--- src/rtl/cpu_mem_arbiter.sv ---
// Single-outstanding arbiter of the CPU fetch and load/store ports onto one memory port.
// Define ARB_RR_EN for round-robin grant; otherwise the data port beats fetch.
module cpu_mem_arbiter #(
   parameter int ADDR_W  = 32,
   parameter int DATA_W  = 32,
   parameter int TIMEOUT = 255
) (
   input  logic                clk_i,
   input  logic                rst_i,
   input  logic                if_req_i,
   input  logic [ADDR_W-1:0]   if_addr_i,
   output logic                if_done_o,
   output logic [DATA_W-1:0]   if_rdata_o,
   input  logic                d_req_i,
   input  logic                d_we_i,
   input  logic [ADDR_W-1:0]   d_addr_i,
   input  logic [DATA_W-1:0]   d_wdata_i,
   input  logic [DATA_W/8-1:0] d_wstrb_i,
   output logic                d_done_o,
   output logic [DATA_W-1:0]   d_rdata_o,
   output logic                err_o,
   output logic                mem_req_o,
   output logic                mem_we_o,
   output logic [ADDR_W-1:0]   mem_addr_o,
   output logic [DATA_W-1:0]   mem_wdata_o,
   output logic [DATA_W/8-1:0] mem_wstrb_o,
   input  logic                mem_ready_i,
   input  logic                mem_rvalid_i,
   input  logic [DATA_W-1:0]   mem_rdata_i
);
   localparam int CNT_W = (TIMEOUT > 255) ? $clog2(TIMEOUT + 1) : 8;
   localparam int SW    = DATA_W / 8;

   typedef enum logic [1:0] {IDLE, ISSUE, WAIT, DONE} state_t;
   typedef struct packed {
      logic              we;
      logic [ADDR_W-1:0] addr;
      logic [DATA_W-1:0] wdata;
      logic [SW-1:0]     wstrb;
   } cmd_t;

   state_t           state_q;
   cmd_t             cmd_q, cmd_d;
   logic             win_data_q, win_data_d;
   logic [CNT_W-1:0] cnt_q, cnt_d;
   logic             timeout_hit;
   logic             mem_req_q, if_done_q, d_done_q, err_q;
   logic [DATA_W-1:0] if_rdata_q, d_rdata_q;

   // win_data_q doubles as the last-winner record: it resets to fetch and holds until the next grant.
`ifdef ARB_RR_EN
   always_comb win_data_d = d_req_i && (!if_req_i || !win_data_q);
`else
   always_comb win_data_d = d_req_i;
`endif

   always_comb begin
      cmd_d = '0;
      if (win_data_d) begin
         cmd_d.we    = d_we_i;
         cmd_d.addr  = d_addr_i;
         cmd_d.wdata = d_wdata_i;
         cmd_d.wstrb = d_wstrb_i;
      end else begin
         cmd_d.addr  = if_addr_i;
      end
   end

   always_comb begin
      cnt_d       = (cnt_q == '1) ? cnt_q : cnt_q + 1'b1;
      timeout_hit = (TIMEOUT != 0) && (cnt_d == CNT_W'(TIMEOUT));
   end

   always_ff @(posedge clk_i or posedge rst_i) begin
      if (rst_i) begin
         state_q    <= IDLE;
         cmd_q      <= '0;
         win_data_q <= 1'b0;
         cnt_q      <= '0;
         mem_req_q  <= 1'b0;
         if_done_q  <= 1'b0;
         d_done_q   <= 1'b0;
         err_q      <= 1'b0;
         if_rdata_q <= '0;
         d_rdata_q  <= '0;
      end else begin
         case (state_q)
            IDLE: if (if_req_i || d_req_i) begin
               win_data_q <= win_data_d;
               cmd_q      <= cmd_d;
               mem_req_q  <= 1'b1;
               state_q    <= ISSUE;
            end
            ISSUE: if (mem_ready_i) begin
               mem_req_q <= 1'b0;
               cnt_q     <= '0;
               state_q   <= WAIT;
            end
            WAIT: begin
               cnt_q <= cnt_d;
               // A real response wins over a watchdog expiry in the same cycle.
               if (mem_rvalid_i || timeout_hit) begin
                  if (win_data_q) d_rdata_q  <= mem_rvalid_i ? mem_rdata_i : '0;
                  else            if_rdata_q <= mem_rvalid_i ? mem_rdata_i : '0;
                  err_q     <= !mem_rvalid_i;
                  d_done_q  <= win_data_q;
                  if_done_q <= !win_data_q;
                  state_q   <= DONE;
               end
            end
            DONE: begin
               if_done_q <= 1'b0;
               d_done_q  <= 1'b0;
               err_q     <= 1'b0;
               state_q   <= IDLE;
            end
            default: state_q <= IDLE;
         endcase
      end
   end

   assign mem_req_o   = mem_req_q;
   assign mem_we_o    = cmd_q.we;
   assign mem_addr_o  = cmd_q.addr;
   assign mem_wdata_o = cmd_q.wdata;
   assign mem_wstrb_o = cmd_q.wstrb;
   assign if_done_o   = if_done_q;
   assign d_done_o    = d_done_q;
   assign err_o       = err_q;
   assign if_rdata_o  = if_rdata_q;
   assign d_rdata_o   = d_rdata_q;
endmodule

--- config.mk ---
export PLATFORM = sky130hd
export DESIGN_NAME = cpu_mem_arbiter
export DESIGN_NICKNAME = d
export VERILOG_FILES = /design/src/rtl/cpu_mem_arbiter.sv
export SDC_FILE = /design/constraint.sdc
export NUM_CORES = 1
export LEC_CHECK = 0
export BUFFER_PORTS_ARGS = -buffer_cell sky130_fd_sc_hd__buf_2
export CORE_ASPECT_RATIO = 1.2
export CORE_UTILIZATION = 53
export CTS_BUF_LIST = sky130_fd_sc_hd__clkbuf_8
export CTS_CLUSTER_SIZE = 28
export DETAILED_ROUTE_END_ITERATION = 6
export HOLD_SLACK_MARGIN = 0.03
export PLACE_DENSITY = 0.85
export SETUP_SLACK_MARGIN = 0.15
export SKIP_CTS_REPAIR_TIMING = 1
export SYNTH_ARGS = -nofsm -noshare
export SYNTH_HDL_FRONTEND = slang
export SYNTH_SLANG_ARGS = --single-unit
--- constraint.sdc ---
create_clock -name clk_i -period 10.1 [get_ports clk_i]
set_input_delay 0.505 -clock clk_i [delete_from_list [all_inputs] [get_ports clk_i]]
set_output_delay 0.505 -clock clk_i [all_outputs]
set_load 0.05 [all_outputs]
Word-level counts from Yosys, hierarchy flattened
Index checks and enable logic that the tools add are counted.
{"block": "word_totals", "ff_bits": 148, "inputBits": 139, "word_cells": 58, "output_inout_bits": 137}
{"block": "classes", "n_addsub": 1, "n_eq_ne": 8, "muxes": 20, "n_reduce_logical": 15, "bitwise_logic": 1}
{"operator": "$mux 32", "n": 2}
{"operator": "$mux 36", "n": 1}
{"operator": "$eq 8x8->1 const B", "n": 2}
{"operator": "$mux 8", "n": 2}
{"operator": "$pmux 8 s2", "n": 1}
{"operator": "$reduce_and 3->1", "n": 4}
{"operator": "$add 8x1->8 const B", "n": 1}
{"operator": "$pmux 1 s2", "n": 4}
{"operator": "$pmux 2 s4", "n": 1}
{"operator": "$mux 1", "n": 6}
{"operator": "$mux 2", "n": 3}
{"operator": "$ne 2x2->1 const B", "n": 3}
{"operator": "$reduce_and 2->1", "n": 3}
{"operator": "$reduce_bool 2->1", "n": 3}
{"operator": "$eq 2x2->1 const B", "n": 2}
{"operator": "$eq 2x1->1 const B", "n": 1}
{"operator": "$logic_not 1->1", "n": 2}
{"operator": "$logic_not 2->1", "n": 1}
{"operator": "$logic_or 1x1->1", "n": 2}
{"operator": "$not 1->1", "n": 1}

Depth between registers and ports, before layout
Gate-level depths: netlist of run 1.
{"block": "depth", "word_depth": 6, "depth_mapped": 9, "depth_no_buf": 8}

Least setup slack after synthesis of run 1
OpenSTA, ideal clock, no wires.
{"block": "synth_path", "kind": "register to register", "start": "register cnt_q[0]", "end": "register state_q[1]", "setup_ps": 128, "path_stages_with_launch": 9, "arrival_ps": 2256, "synth_period_minus_slack_ps": 2383, "t_required_ps": 9972, "slack_ps": 7717, "n_path_buf": 1, "path_cell_list": "dfrtp_1 ha_1 buf_4 and4_4 nand2_4 a31o_1 or4_4 a21oi_4 mux2_1"}
{"block": "synth_via", "elab_chain_cells": 6, "word_cells_on_any_way": 7, "classes_between": "add/sub: 1; eq/ne: 3; mux: 1; reduce/logical: 2"}
{"item": "start, declared", "line_no": "45", "rtl": "logic [CNT_W-1:0] cnt_q, cnt_d;"}
{"item": "start signal, assigned", "line_no": "100", "rtl": "cnt_q <= cnt_d;"}
{"item": "$add 8x1->8 / $eq 8x8->1 (equally long branches)", "line_no": "70", "rtl": "cnt_d = (cnt_q == '1) ? cnt_q : cnt_q + 1'b1;"}
{"item": "$mux 8 *", "line_no": "70"}
{"item": "$eq 8x8->1 *", "line_no": "71", "rtl": "timeout_hit = (TIMEOUT != 0) && (cnt_d == CNT_W'(TIMEOUT));"}
{"item": "$logic_or 1x1->1 *", "line_no": "102", "rtl": "if (mem_rvalid_i || timeout_hit) begin"}
{"item": "$ne 2x2->1 (no source line) *"}
{"item": "$reduce_and 3->1 (no source line) *"}
{"item": "end signal, assigned", "line_no": "76", "rtl": "state_q <= IDLE;"}
{"item": "end signal, assigned", "line_no": "108", "rtl": "state_q <= DONE;"}
{"item": "end signal, assigned", "line_no": "115", "rtl": "state_q <= IDLE;"}
{"item": "end, declared", "line_no": "42", "rtl": "state_t state_q;"}
Mark *: on every way between the ends. The rest lies on a longest branch, timed or not.
A chain may end at the register's enable or synchronous reset.

Final worst setup path of run 1
Ends and elaborated chain as after synthesis.

==> impl_metrics.py, run 1 <==
metrics = {
    "synthesis": {
        "netlist_area_um2": 6170,
        "synthCells": 567,
        "synthDistinctLibCells": 43,
        "synth.most_common_cell": "dfrtp_1",
        "synth_warnings": 0,
        "syn_avg_cell_area_um2": 10.9,
        "synthTopCellsByCount": "dfrtp_1 (148), nand2_1 (124), a22o_1 (65)",
        "syn-num-nets": 712,
        "ys_seq_elements": 148,
        "synth_top_area_share_pct": 60.0,
        "synth-edff-count": 0,
        "yosysSeqAreaShare_pct": 60.0,
        "synth_top_area_cell": "dfrtp_1",
        "synth_ff_type": "dfrtp_1",
        "synthArstFlopShare_pct": 100,
        "synth_area_leaders": "dfrtp_1 (60%), a22o_1 (9.2%), nand2_1 (7.5%), mux2i_1 (5.4%), nand3_1 (3.5%)",
    },
    "critical_path": {
        "reg2reg_setup_slack_ns": 7.43,
        "critPathMaxFanout": 10,
        "reg2reg_from": "cnt_q[0]$_DFFE_PP0P_",
        "cp-end-kind": "flop",
        "worstPathRequired_ns": 10.41,
        "arrival_ns": 2.98,
        "critPathLaunchType": "flop",
        "crit_start": "cnt_q[0]$_DFFE_PP0P_",
        "worstSetupPathType": "flop to flop",
    },
    "clocking": {
        "h-tree-depth": 4,
        "clockRootBuffer": "clkbuf_8",
        "cts_tree": "built",
        "clk-insertion-delay-late_ns": 0.43,
        "cts.sinks": 148,
        "clock_path_buffers": 2,
        "clk_pin_slew_ns": 0.09,
        "cts_made_buffers": 17,
    },
    "sta": {
        "drv_slew": 0,
        "tns_ns": 0,
        "maxSlewHeadroom_pct": 12.7,
        "min_period_ns": 2.67,
        "fmax_ghz": 0.375,
        "rsz0062_at_grt": "false",
        "timing.final.crit_share_pct": 26.4,
        "setup_slack_ns": 7.43,
        "tightest_slew_ns": 1.31,
        "hold_viol": 0,
        "finClkSkew_ns": 0.0144,
        "setup_viol": 0,
    },
    "final_layout": {
        "final_core_util_pct": 71.7,
        "fin_nets": 968,
        "area_growth_pct": 30.0,
        "drive_above_1_share_pct": 38.6,
    },
    "run_status": {
        "status": "completed",
    },
    "floorplan": {
        "core_um2": 11200,
        "rows": 42,
        "dieArea_um2": 12100,
        "die_y_um": 120,
        "die_w_um": 101,
        "initial_utilization_pct": 55.1,
        "io_pins": 276,
    },
    "global_route": {
        "grt_use_met2_pct": 48.4,
        "grt_overflow": 0,
        "use_met1_pct": 31.8,
        "track_usage_pct": 27.9,
        "antenna_found_initial": 4,
        "grt_first_pass_wirelength_um": 25900,
        "first_global_vias": 5250,
        "grt-busiest-layer": "met2",
        "use_met3_pct": 7.51,
        "grt_max_degree": 78,
    },
    "drt": {
        "postRouteAntennaNets": 0,
        "drt_first_iter_violations": 303,
        "drt_pass1_iterations": 5,
        "wl_um": 16800,
        "drc": 0,
        "vias": 5429,
        "detail_route.wl_per_cell_um": 16.9,
        "viasPerCell": 5.47,
    },
    "worst_hold_path": {
        "hold_class": "input pin to async pin",
    },
    "placed_design": {
        "globalplace.congestion": 0.857,
        "port_buffers": 275,
        "place_hpwl_um": 12000,
        "post-place-ws_ns": 7.37,
    },
    "power_and_ir_drop": {
        "powerDensity_nw_per_um2": 389,
        "ir_drop_mv": 0.262,
        "p_leak_nw": 4.46,
        "p_total_mw": 3.12,
    },
    "job": {
        "maxCapViolations": 0,
    },
}
metal layers:
metal | up-vias | share of wire, % | routed length (um)
met5 | - | 0 | 0
met1 | 2600 | 38 | 6350
met2 | 273 | 51 | 8570
li1 | 2515 | - | -
met4 | 0 | 3.7 | 618
met3 | 41 | 7.5 | 1270
cell type report:
type | count | area [um2]
Fill cell | 878 | 3170
Multi-Input combinational cell | 369 | 2280
Timing Repair Buffer | 281 | 1420
Sequential cell | 148 | 3700
Clock inverter | 15 | 156
Inverter | 6 | 27.5
Tap cell | 154 | 193
Clock buffer | 17 | 234
Antenna cell | 3 | 7.51
flip-flops by register name, indices dropped and copies added (netlist names):
signal and count:
cnt_q 8, mem_addr_o 32, mem_req_o 1, d_done_o 1, mem_wstrb_o 4, if_done_o 1
state_q 2, mem_wdata_o 32, mem_we_o 1, err_o 1, if_rdata_o 32, d_rdata_o 32
win_data_q 1
per-stage QoR:
step                      area, um2  instances  hold WS [ns]
after CTS                      8020        990         0.167
final                          8020        993         0.155
after global placement         7620        958         0.446
after floorplan                6170        567         0.484
after detailed placement       7620        958         0.450
after global routing           8020        993         0.205
worst paths after layout:
| path | to | cells after the start |
|---|---|---|
| max in group asynchronous | d_rdata_o[2]$_DFFE_PP0P_ | 3 |
| min in group clk_i | mem_wdata_o[26]$_DFFE_PP0P_ | 3 |
| worst max register to register | state_q[1]$_DFFE_PP0P_ | 7 |
| worst min register to register | mem_we_o$_DFFE_PP0P_ | 2 |
| worst max-delay path | state_q[1]$_DFFE_PP0P_ | 7 |
| worst min-delay path | mem_addr_o[28]$_DFFE_PP0P_ | 2 |
cells in the final DEF, fill, tap and decap left out, types with 2 or more instances in the layout:
cell and instances:
nor2_1 6, dfrtp_1 148, o21ai_0 36, o211ai_1 2, clkbuf_8 17, a21oi_1 11, clkinvlp_4 4, nand2b_1 5
ha_1 6, nand4_1 3, bufinv_16 2, clkinv_2 2, nor2b_1 2, buf_4 6, inv_6 5, nand2_1 124
inv_1 6, nand3_1 43, diode_2 3, clkinv_4 2, mux2i_1 33, a31oi_1 4, a22o_1 65, o31ai_1 2
buf_2 275, and3_1 2
power breakdown:
part	internal, mW	switching [mW]
registers	0.847	0.153
logic	0.393	1.28
clock network	0.221	0.230
critical path: stages, from the launching register on:
cell	delay, ns
dfrtp_1	0.47
ha_1	0.40
and4_4	0.31
nand2_4	0.08
a31o_1	0.24
or4_4	0.57
a21oi_4	0.16
mux2_1	0.33
kinds of logic after synthesis:
logic type	Yosys count	share of synthesized area, %
AOI/OAI and AO/OA	132	15.6
adders and majority gates	6	1.22
buffers and inverters	50	3.37
DFF	148	60.0
muxes	35	5.72
and+or+nand+nor	196	14.1
No activity file was read; power rests on OpenSTA's default activity.
==> run 2: changes to the inputs <==
Settings changed: CORE_UTILIZATION 53 to 49, PLACE_DENSITY 0.85 to 0.8.
Clock period 10.1 ns to 2.7 ns, I/O delays scaled along.
==> impl_metrics.py, run 2 (synthesis gave the netlist of run 1 again) <==
metrics = {
    "run_status": {
        "status": "completed",
    },
    "sta": {
        "finClkSkew_ns": 0.0250,
        "fmax_ghz": 0.408,
        "setup_viol": 0,
        "rsz0062_at_grt": "false",
        "timing.final.crit_share_pct": 90.8,
        "drv_slew": 0,
        "min_period_ns": 2.45,
        "hold_viol": 0,
        "setup_slack_ns": 0.248,
        "tightest_slew_ns": 1.14,
        "tns_ns": 0,
        "maxSlewHeadroom_pct": 23.8,
        "hold_ws_ns": 0.00244,
    },
    "global_route": {
        "first_global_vias": 5344,
        "grt_max_degree": 91,
        "antenna_found_initial": 1,
        "grt_overflow": 0,
        "track_usage_pct": 26.5,
        "grt_first_pass_wirelength_um": 27000,
    },
    "drt": {
        "postRouteAntennaNets": 0,
        "detail_route.wl_per_cell_um": 19.3,
        "drc": 0,
        "wl_um": 21600,
        "drt_first_iter_violations": 574,
        "viasPerCell": 5.68,
        "vias": 6359,
        "drt_pass1_iterations": 5,
    },
    "final_layout": {
        "final_cell_mix": "buf_2 (275), dfrtp_1 (147), nand2_1 (124), dlygate4sd3_1 (119), a22o_1 (65)",
        "drive_above_1_share_pct": 34.2,
        "final_common_cell": "buf_2",
        "area_growth_pct": 50.4,
        "fin_nets": 1090,
        "final_core_util_pct": 76.3,
        "design_area_um2": 9290,
    },
    "clocking": {
        "cts_made_buffers": 17,
        "h-tree-depth": 4,
        "cts.sinks": 148,
        "clockRootBuffer": "clkbuf_8",
        "clk_pin_slew_ns": 0.09,
        "cts_tree": "built",
        "clk-insertion-delay-late_ns": 0.45,
        "clock_path_buffers": 2,
    },
    "floorplan": {
        "die_w_um": 104,
        "core_um2": 12200,
        "dieArea_um2": 13100,
        "die_y_um": 125,
        "io_pins": 276,
        "initial_utilization_pct": 50.7,
        "rows": 44,
    },
    "placed_design": {
        "globalplace.congestion": 0.849,
        "dpl_cell_area_um2": 7680,
        "post-place-ws_ns": 0.0899,
        "place_hpwl_um": 12200,
        "port_buffers": 275,
    },
    "critical_path": {
        "critPathMaxFanout": 10,
        "reg2reg_setup_slack_ns": 0.25,
        "critPathLaunchType": "flop",
        "max_stage_delay_ns": 0.57,
        "cp_slowest_cell": "or4_4",
        "cp-end-kind": "flop",
        "crit_start": "cnt_q[1]$_DFFE_PP0P_",
        "worstSetupPathType": "flop to flop",
        "reg2reg_to": "state_q[1]$_DFFE_PP0P_",
        "arrival_ns": 2.78,
        "reg2reg_from": "cnt_q[1]$_DFFE_PP0P_",
        "path_cells": "ha_4 -> and4_4 -> nand2_4 -> a31o_1 -> or4_4 -> a21oi_4 -> mux2_1",
        "ff2ff_path_depth": 7,
        "worstPathRequired_ns": 3.03,
    },
    "worst_hold_path": {
        "whs_path_depth": 3,
        "hold_end": "mem_addr_o[18]$_DFFE_PP0P_",
        "holdCritStartpoint": "d_addr_i[18]",
        "hold_class": "input pin to flop",
    },
    "power_and_ir_drop": {
        "powerDensity_nw_per_um2": 1310,
        "p_leak_nw": 4.99,
        "ir_drop_mv": 0.789,
    },
    "job": {
        "maxCapViolations": 0,
    },
}
## run 2: per-layer routing
metal	global-route usage, %	vias up	wire (um)
li1	-	2760	-
met5	0	-	0
met4	9.58	0	958
met3	6.05	87	1750
met2	46.1	440	11200
met1	32.2	3072	7710
## run 2: through the flow
stage | cells | power (mW)
after floorplan | 567 | 8.43
after global placement | 968 | 9.86
after detailed placement | 968 | 10.0
after CTS | 1000 | 11.8
after global routing | 1120 | 12.6
final | 1120 | 12.1
## run 2: worst max-delay path, delay by kind of cell (launching register included)
kind	cells	cell delay, ns
AND/OR/NAND/NOR	3	0.92
adder cells (fa/ha/maj)	1	0.23
flip-flops	1	0.48
multiplexers	1	0.33
AO/OA/AOI/OAI	2	0.39
## run 2: layout make-up
class,instances,area (um2)
Clock buffer,17,234
Fill cell,715,2880
Timing Repair Buffer,403,2660
Sequential cell,148,3700
Antenna cell,1,2.50
Tap cell,161,201
Clock inverter,15,164
Multi-Input combinational cell,369,2290
Inverter,6,26.3
## run 2: worst max-delay path by stage
stage / to / slack, ns / cells past startpoint
4_1_cts: state_q[1]$_DFFE_PP0P_ / 0.07 / 7
2_1_floorplan: state_q[1]$_DFFE_PP0P_ / 0.32 / 8
3_3_place_gp: state_q[1]$_DFFE_PP0P_ / 0.18 / 7
5_1_grt: state_q[1]$_DFFE_PP0P_ / 0.16 / 7
6_report: state_q[1]$_DFFE_PP0P_ / 0.25 / 7
3_5_place_dp: state_q[1]$_DFFE_PP0P_ / 0.09 / 7
## run 2: report_power, final
group	internal [mW]	total, mW	leakage [nW]	switching [mW]
Clock	0.773	1.73	0.203	0.959
Sequential	3.17	3.84	1.87	0.670
Combinational	1.64	6.57	2.91	4.93
Total	5.58	12.1	4.99	6.56
==> run 3: changes to the inputs <==
Settings changed: CORE_UTILIZATION 49 to 53, PLACE_DENSITY 0.8 to 0.85.
Clock period 2.7 ns to 3.1 ns, I/O delays scaled along.
==> impl_metrics.py, run 3 (synthesis gave the netlist of run 1 again) <==
metrics = {
    "critical_path": {
        "cp_top_family": "simple AND/OR/NAND/NOR gates",
        "crit_buf_inv": 0,
        "cp-end-kind": "flop",
        "worstSetupPathType": "flop to flop",
        "arrival_ns": 2.99,
        "max_stage_delay_ns": 0.57,
        "cp_slowest_cell": "or4_4",
        "critPathMaxFanout": 10,
        "worstPathRequired_ns": 3.41,
        "critPathLaunchType": "flop",
        "path_cells": "ha_1 -> and4_4 -> nand2_4 -> a31o_1 -> or4_4 -> a21oi_4 -> mux2_1",
    },
    "power_and_ir_drop": {
        "combPwrFrac_pct": 54.3,
        "intPower_mw": 4.81,
        "p_leak_nw": 4.87,
        "p_clk_share_pct": 13.9,
        "power_frac_seq_pct": 31.8,
        "p_sw_share_pct": 54.1,
        "p_switching_mw": 5.66,
        "powerDensity_nw_per_um2": 1160,
        "ir_drop_mv": 0.723,
    },
    "floorplan": {
        "core_um2": 11200,
        "die_y_um": 120,
        "dieArea_um2": 12100,
        "io_pins": 276,
        "rows": 42,
        "initial_utilization_pct": 55.1,
        "die_w_um": 101,
    },
    "drt": {
        "drt_pass1_iterations": 6,
        "postRouteAntennaNets": 0,
        "wl_um": 20700,
        "drt_first_iter_violations": 646,
        "drc": 0,
        "detail_route.wl_per_cell_um": 19.1,
        "vias": 6190,
        "viasPerCell": 5.68,
    },
    "final_layout": {
        "seqCellArea_um2": 3700,
        "multi_input_area_um2": 2280,
        "fin_nets": 1066,
        "drive_above_1_share_pct": 34.8,
        "area_growth_pct": 45.9,
        "design_area_um2": 9010,
        "final_cell_mix": "buf_2 (275), dfrtp_1 (148), nand2_1 (124), dlygate4sd3_1 (96), a22o_1 (65)",
        "nFillCells": 603,
        "final_common_cell": "buf_2",
    },
    "placed_design": {
        "dpl_cell_area_um2": 7660,
        "place_hpwl_um": 11900,
        "globalplace.congestion": 0.850,
        "port_buffers": 275,
    },
    "sta": {
        "tns_ns": 0,
        "setup_viol": 0,
        "timing.final.crit_share_pct": 86.6,
        "min_period_ns": 2.68,
        "tightest_slew_ns": 1.18,
        "finClkSkew_ns": 0.0239,
        "maxSlewHeadroom_pct": 21.4,
        "fmax_ghz": 0.373,
        "hold_viol": 0,
        "drv_slew": 0,
        "rsz0062_at_grt": "false",
    },
    "run_status": {
        "status": "completed",
    },
    "clocking": {
        "clk-insertion-delay-late_ns": 0.45,
        "clk_pin_slew_ns": 0.09,
        "cts.sinks": 148,
        "cts_tree": "built",
        "cts_made_buffers": 17,
        "clockRootBuffer": "clkbuf_8",
        "clock_path_buffers": 2,
        "h-tree-depth": 4,
    },
    "global_route": {
        "track_usage_pct": 28.3,
        "first_global_vias": 5270,
        "grt_max_degree": 149,
        "grt_overflow": 0,
        "antenna_found_initial": 1,
        "grt_first_pass_wirelength_um": 26400,
    },
    "worst_hold_path": {
        "hold_class": "input pin to flop",
    },
    "job": {
        "maxCapViolations": 0,
    },
}
run 3: changes by cell type in the layout (fill, tap and decap cells not counted), sizes merged:
cell,delta
buf,-1
clkinv,-2
dlygate4sd3,-23
clkinvlp,+3
inv,-1
run 3: worst register-to-register path: stages (launching register included):
cell     delay [ns]
dfrtp_1        0.48
ha_1           0.39
and4_4         0.31
nand2_4        0.08
a31o_1         0.24
or4_4          0.57
a21oi_4        0.16
mux2_1         0.34
run 3: power groups by stage:
stage	clock (mW)	combinational, mW	sequential [mW]
global placement	0	5.33	3.24
detailed placement	0	5.46	3.28
finish	1.46	5.68	3.33
global route	1.57	5.97	3.39
CTS	1.47	5.47	3.25
floorplan	0	1.39	5.95
run 3: stage by stage:
step / instances / util [%] / worst slack (ns) / power (mW) / hold WS [ns]
after floorplan: 567 / - / 0.717 / 7.34 / 0.295
after detailed placement: 960 / 68.5 / 0.460 / 8.74 / 0.390
after global placement: 960 / 68.5 / 0.593 / 8.57 / 0.387
after global routing: 1089 / 80.5 / 0.330 / 10.9 / 0.0275
final: 1089 / 80.5 / 0.415 / 10.5 / 0.0115
after CTS: 992 / 71.9 / 0.429 / 10.2 / -0.0907
run 3: final timing paths:
check,startpoint,to,slack (ns),depth (start not counted)
worst max-delay path,cnt_q[0]$_DFFE_PP0P_,state_q[1]$_DFFE_PP0P_,0.42,7
worst min-delay path,if_addr_i[6],mem_addr_o[6]$_DFFE_PP0P_,0.01,3
worst max register to register,cnt_q[0]$_DFFE_PP0P_,state_q[1]$_DFFE_PP0P_,0.42,7
worst min register to register,mem_wdata_o[28]$_DFFE_PP0P_,mem_wdata_o[28]$_DFFE_PP0P_,0.47,2
max in group asynchronous,rst_i,cnt_q[5]$_DFFE_PP0P_,2.05,4
min in group asynchronous,rst_i,mem_wdata_o[3]$_DFFE_PP0P_,0.51,4
run 3: final cells by class:
cell class / count / share of cell area, %
sequential: 148 / 41.1
clock inverter: 15 / 1.61
timing repair buffer: 379 / 26.9
clock buffer: 17 / 2.60
inverter: 6 / 0.292
antenna: 1 / 0.0278
multi-input combinational: 369 / 25.3
tap: 154 / 2.14
run 3: routing by layer:
metal  routed length [um]  global-route usage [%]  part of all wire (%)  up-vias
met5                    0                       0                     0        -
met4                  871                    8.97                   4.2        0
met3                 1840                    7.75                   8.9       80
met2                10700                    47.9                    51      455
met1                 7390                    35.1                    36     2944
li1                     -                       -                     -     2711
